## config.mk

```make
export PLATFORM = sky130hd
export DESIGN_NAME = sync_fifo_bram
export DESIGN_NICKNAME = d
export VERILOG_FILES = /design/src/rtl/sync_fifo_bram_pkg.sv /design/src/rtl/sync_fifo_bram_sdp_bram.sv /design/src/rtl/sync_fifo_bram.sv
export SDC_FILE = /design/constraint.sdc
export NUM_CORES = 2
export LEC_CHECK = 0
export CAP_MARGIN = 20
export CORE_MARGIN = 4
export CORE_UTILIZATION = 63
export CTS_CLUSTER_DIAMETER = 150
export DETAILED_ROUTE_END_ITERATION = 7
export PLACE_DENSITY = 0.84
export SETUP_SLACK_MARGIN = 0.5
export SYNTH_ARGS = -nofsm -noshare
export SYNTH_HDL_FRONTEND = slang
export SYNTH_SLANG_ARGS = --single-unit
```

## constraint.sdc

```tcl
create_clock -name clk -period 4 [get_ports clk]
set_clock_uncertainty 0.1 [all_clocks]
set_input_delay 0.8 -clock clk [delete_from_list [all_inputs] [get_ports clk]]
set_output_delay 0.8 -clock clk [all_outputs]
set_load 0.1 [all_outputs]
```

## src/rtl/sync_fifo_bram_pkg.sv

```systemverilog
// Shared sizing helpers and default thresholds for the block-RAM backed FIFO.
package sync_fifo_bram_pkg;

    localparam int DEFAULT_DATA_WIDTH = 8;
    localparam int DEFAULT_ADDR_WIDTH = 8;
    localparam int AE_THRESH_DEFAULT  = 1;

    function automatic int fifo_depth(input int addr_width);
        return 1 << addr_width;
    endfunction

    // The count also includes the output register, so it needs one bit more than the address.
    function automatic int count_width(input int addr_width);
        return addr_width + 1;
    endfunction

    function automatic int af_thresh_default(input int addr_width);
        return fifo_depth(addr_width) - 2;
    endfunction

endpackage

```

## src/rtl/sync_fifo_bram_sdp_bram.sv

```systemverilog
// Simple dual-port RAM with a registered read port, shaped to infer as ECP5 block RAM.
module sdp_bram
    import sync_fifo_bram_pkg::*;
#(
    parameter int DATA_WIDTH = DEFAULT_DATA_WIDTH,
    parameter int ADDR_WIDTH = DEFAULT_ADDR_WIDTH
) (
    input  logic                  clk,
    input  logic                  we,
    input  logic [ADDR_WIDTH-1:0] waddr,
    input  logic [DATA_WIDTH-1:0] wdata,
    input  logic                  re,
    input  logic [ADDR_WIDTH-1:0] raddr,
    output logic [DATA_WIDTH-1:0] rdata
);

    localparam int DEPTH = fifo_depth(ADDR_WIDTH);

    logic [DATA_WIDTH-1:0] mem [DEPTH];

    // NOTE: storage and rdata have no reset; adding one would prevent block-RAM inference.
    always_ff @(posedge clk) begin
        if (we) begin
            mem[waddr] <= wdata;
        end
        if (re) begin
            rdata <= mem[raddr];
        end
    end

endmodule

```

## src/rtl/sync_fifo_bram.sv

```systemverilog
// First-word-fall-through FIFO; the RAM read register doubles as the output stage.
module sync_fifo_bram
    import sync_fifo_bram_pkg::*;
#(
    parameter int DATA_WIDTH = DEFAULT_DATA_WIDTH,
    parameter int ADDR_WIDTH = DEFAULT_ADDR_WIDTH,
    parameter int AF_THRESH  = af_thresh_default(ADDR_WIDTH),
    parameter int AE_THRESH  = AE_THRESH_DEFAULT
) (
    input  logic                  clk,
    input  logic                  rst_n,
    input  logic                  flush,
    input  logic                  in_valid,
    output logic                  in_ready,
    input  logic [DATA_WIDTH-1:0] in_data,
    output logic                  out_valid,
    input  logic                  out_ready,
    output logic [DATA_WIDTH-1:0] out_data,
    output logic [ADDR_WIDTH:0]   count,
    output logic                  almost_full,
    output logic                  almost_empty
);

    localparam int DEPTH = fifo_depth(ADDR_WIDTH);
    localparam int CW    = count_width(ADDR_WIDTH);

    logic [ADDR_WIDTH-1:0] wptr_q, wptr_d;
    logic [ADDR_WIDTH-1:0] rptr_q, rptr_d;
    logic [CW-1:0]         mem_count_q, mem_count_d;
    logic                  out_valid_q, out_valid_d;
    logic                  push, rd_en;

    // Full/empty come from mem_count alone, so in_ready never depends on out_ready.
    assign in_ready = (mem_count_q != CW'(DEPTH));
    assign push     = in_valid & in_ready;
    assign rd_en    = (mem_count_q != '0) & (~out_valid_q | out_ready);

    // NOTE: every always_comb output gets a default first so no latch is inferred.
    always_comb begin
        wptr_d      = wptr_q;
        rptr_d      = rptr_q;
        mem_count_d = mem_count_q;
        out_valid_d = out_valid_q;
        if (flush) begin
            wptr_d      = '0;
            rptr_d      = '0;
            mem_count_d = '0;
            out_valid_d = 1'b0;
        end else begin
            if (push) begin
                wptr_d = wptr_q + 1'b1;
            end
            if (rd_en) begin
                rptr_d = rptr_q + 1'b1;
            end
            mem_count_d = mem_count_q + CW'(push) - CW'(rd_en);
            out_valid_d = rd_en | (out_valid_q & ~out_ready);
        end
    end

    // NOTE: sequential state uses non-blocking assignments so all registers update together.
    always_ff @(posedge clk or negedge rst_n) begin
        if (!rst_n) begin
            wptr_q      <= '0;
            rptr_q      <= '0;
            mem_count_q <= '0;
            out_valid_q <= 1'b0;
        end else begin
            wptr_q      <= wptr_d;
            rptr_q      <= rptr_d;
            mem_count_q <= mem_count_d;
            out_valid_q <= out_valid_d;
        end
    end

    // A flushed cycle must leave memory untouched; reads only touch already-written entries.
    sdp_bram #(
        .DATA_WIDTH(DATA_WIDTH),
        .ADDR_WIDTH(ADDR_WIDTH)
    ) u_mem (
        .clk  (clk),
        .we   (push & ~flush),
        .waddr(wptr_q),
        .wdata(in_data),
        .re   (rd_en & ~flush),
        .raddr(rptr_q),
        .rdata(out_data)
    );

    assign out_valid    = out_valid_q;
    assign count        = mem_count_q + CW'(out_valid_q);
    assign almost_full  = (int'(count) >= AF_THRESH);
    assign almost_empty = (int'(count) <= AE_THRESH);

endmodule

```

==> summary by stage <==
Status
The flow ran to the end, but the final reports show violations. The final reports fail on design-rule violations.

Detailed routing
Dividing the detail-routed wire length by the instance count gives between 30 and 40 µm. In this run, the number of DRC markers left after iteration 0 of detailed routing was 9187. The total wire length after detailed routing is 236800 µm. For this run, the detailed router's first-pass iteration total came to 8. The remaining antenna violation count is 0. The total vias in the final route is 48325. The post-detailed-route via-to-cell ratio is 7.372. The number of design rule violations left after detail routing is 9.

Floorplanning
The total core area is between 100000 and 150000 µm². 34 I/O pins were placed. Row generation in the floorplan step produced 132 rows. The die is 369.8 µm wide. The die covers roughly 140000 µm².

The height of the chip is approximately 370 µm. The effective utilization at floorplan is 0.6354.

Finish
Of the cells placed in the final design, the portion with a size suffix greater than 1 is 0.2503. The net count of the finished layout is 4689. The filler cell count in the final layout is between 6000 and 7000. Leaving out filler cells and counting taps, the final layout contains approximately 6600. The area growth from synthesis to layout is 13.73%.

Timing
The period utilization is 0.9034. The worst slew margin relative to its limit is 0.1568. The achievable frequency is 276.7 MHz. The slew of the pin with the lowest slew margin is 1262 ps. The worst path in the final design needs a cycle of ~3600 ps, including I/O delays and setup. The final total negative setup slack is 0 ps. The number of slew-limit violations in the final report is 0. The number of failing hold endpoints at the final stage was 0. Setup repair after global routing could not meet its margin everywhere. Setup violations remaining at the end of the flow were counted as 0.

Global routing
Across every metal layer, demand over resource in global routing totals 0.3329. The initial antenna violation count is 13. Entering global routing, the biggest net connects 119 pins. The total grt overflow is 0.

The wire length of the first global-routing pass is 327200 µm. The via count of the first global-routing pass was about 47000.

Yosys
The share of the Yosys chip area taken by registers is 0.7564. The most used flip-flop cell after synthesis is edfxtp_1. The synthesized design contains between 2000 and 2500 enable-type register cells. The synthesized netlist net count is 4261.

Ranked by instance count, the synthesized netlist is headed by 2056 x edfxtp_1, 362 x mux2i_1, 343 x mux4_2. edfxtp_1 is the most common cell in the netlist. Ranked by total cell area, the synthesized netlist is headed by edfxtp_1 75%, mux4_2 9.4%, mux2i_1 4.4%, nor2_1 1.4%, o221ai_1 1.3%. Of all flip-flops after synthesis, the portion carrying an async set or reset was 0.01249. The flip-flop and latch count after synthesis is 2082.

Synthesis handed over a netlist of 4223 instances. The largest area contributor in the netlist is edfxtp_1. The Yosys step of the flow raised 0 warnings. The mean instance size in the synthesized netlist is roughly 20 µm². After synthesis the cells add up to 82480 µm². The count of distinct cell types in the synthesized netlist is 72.

The share of synthesized area in the top cell type comes to 0.7485.

Placement
The cell count after placement is a little over 6000. Buffers placed on the I/O ports in this run total 33. The global placement routability congestion is 0.9751. Detailed placement finished with a half-perimeter wire length of approximately 130000 µm.

Worst setup path
The worst setup path is of the register to register kind. Walking the worst path, the cells encountered are buf_4 -> nand2b_4 -> buf_12 -> buf_4 -> o22ai_1 -> nor4_1 -> or4_4 -> a31oi_4 -> nand4_1 -> nor3_2. By instance count, the cell type seen most on the critical path is buf_4. The slowest stage of the critical path is the dfrtp_4 cell. At the worst endpoint, the required time is 4570 ps. The critical path launch point type is a register.

The critical-path maximum fanout is 23. In this design, the stage delay of the slowest critical-path cell is 620 ps. The arrival time at the worst endpoint is 4190 ps. The capturing element type of the critical path is a register.

Clock network
CTS placed an instance of clkbuf_16 at the clock tree root. Buffers inserted during clock tree synthesis total 186. The TritonCTS clock tree is done. In this run the number of H-tree levels came out at 4. The maximum number of buffers from clock root to sink is 3. Clock-pin slew was measured on the worst setup and hold paths at 70 ps. The insertion delay of the later-clocked pin in the worst-skew pair is 840 ps.

The sink count of the clock tree is roughly 2100. For this design, the CTS-stage hold fixing added 0 buffers.

Pwr
The sequential share of power is 0.447. The switching fraction of total power is 0.2805. The worst supply voltage drop on vdd is 0.4681 mV.

For this design the ratio of total power to cell area is 580.2 nW/µm². Summed over all cells, the static leakage comes to 0.03006 µW. The internal power of the cells is between 30000 and 40000 µW. The share of total power dissipated in the clock network is 0.325. The switching power of the nets is 15270 µW. The share of total power dissipated in combinational logic is 0.228.

Run
The total of max-cap violations is 0.

Min path
The worst hold path belongs to the class input port to asynchronous set/reset pin.
[flip-flops by register name, summed over array words and instances, names as in the netlist]
name / cells
u_mem.mem: 2048
mem_count_q: 9
rptr_q: 8
u_mem.rdata: 8
wptr_q: 8
out_valid: 1
[path summary, 6_finish.rpt]
| kind | start | endpoint | slack (ps) | depth (start not counted) |
|---|---|---|---|---|
| hold reg to reg | wptr_q[1] | wptr_q[1] | 570 | 2 |
| setup / recovery | rptr_q[1] | u_mem.rdata[7] | 390 | 10 |
| hold / removal | rst_n | rptr_q[0] | 380 | 1 |
| setup reg to reg | rptr_q[1] | u_mem.rdata[7] | 390 | 10 |
| max in group asynchronous | rst_n | wptr_q[1] | 2700 | 2 |
| min in group clk | in_data[5] | u_mem.mem[242][5] | 430 | 1 |
[area by class of cell]
cell class / count / area (µm²) / share of cell area
multi-input cells: 1872 / 18770 / 0.2001
flip-flops and latches: 2082 / 62410 / 0.6653
clock buffers: 233 / 4955 / 0.05282
repair buffers: 493 / 4424 / 0.04716
well taps: 1742 / 2180 / 0.02323
clock inverters: 107 / 973.4 / 0.01038
inverters: 16 / 66.31 / 0.0007069
diodes: 10 / 25.02 / 0.0002667
[routing by layer]
layer	vias to the layer above	track usage	part of all wire
met5	-	0	0.00029
met4	10	0.1752	0.076
met3	1230	0.1110	0.16
met2	5138	0.5036	0.45
met1	23767	0.4358	0.31
li1	18180	-	-
[through the flow]
stage	hold WS (ps)	cell area (µm²)	utilization	total power [µW]	worst slack [ps]
4_1_cts	355.6	93100	0.7172	53470	371.6
5_1_grt	419.1	93790	0.7225	55740	359.5
3_3_place_gp	515.3	87030	0.6704	35730	301.3
3_5_place_dp	550.0	87030	0.6704	35960	311.3
6_report	378.2	93810	0.7227	54430	386.3
2_1_floorplan	404.4	82610	-	33230	353.3
[power groups by stage]
stage | combinational, µW | sequential, µW | clock [µW]
finish | 12400 | 24300 | 17700
detailed placement | 11200 | 24800 | 0
global placement | 10900 | 24800 | 0
CTS | 11600 | 24300 | 17600
floorplan | 8390 | 24800 | 0
global route | 12800 | 24300 | 18600
[worst max-delay path: cells and delay by family (launching register included)]
family	cells	cell delay (ps)
flip-flops	1	620
buffers and inverters	3	620
AND/OR/NAND/NOR	5	1560
AO/OA/AOI/OAI	2	530
[placed cells by master (no fill, tap or decap), types with 82 or more instances in the layout]
| cell type | netlist | routed |
|---|---|---|
| edfxtp_1 | 2056 | 2056 |
| buf_4 | 21 | 419 |
| mux2i_1 | 362 | 361 |
| mux4_2 | 343 | 343 |
| nor2_1 | 307 | 275 |
| clkbuf_16 | 0 | 194 |
| o221ai_1 | 119 | 114 |
| nand2_1 | 118 | 112 |
| a21oi_1 | 87 | 85 |
| o22ai_1 | 88 | 82 |
[kinds of logic after synthesis]
kind of cell | after synthesis | synth area share
xor gates and xnor gates | 27 | 0.002867
muxes | 724 | 0.1416
buffers and inverters | 270 | 0.02206
and+or+nand+nor | 650 | 0.03556
DFF | 2082 | 0.7564
adders and majority gates | 25 | 0.003883
AOI/OAI and AO/OA | 445 | 0.03762
[repair_timing]
| item | CTS | global route |
|---|---|---|
| cloned | 1 | 5 |
| resized for setup | 21 | 84 |
| setup endpoints to repair | 279 | 454 |
| pin swaps | 1 | 12 |
| buffers inserted | 5 | 25 |
(Power assumes the default switching activity.)
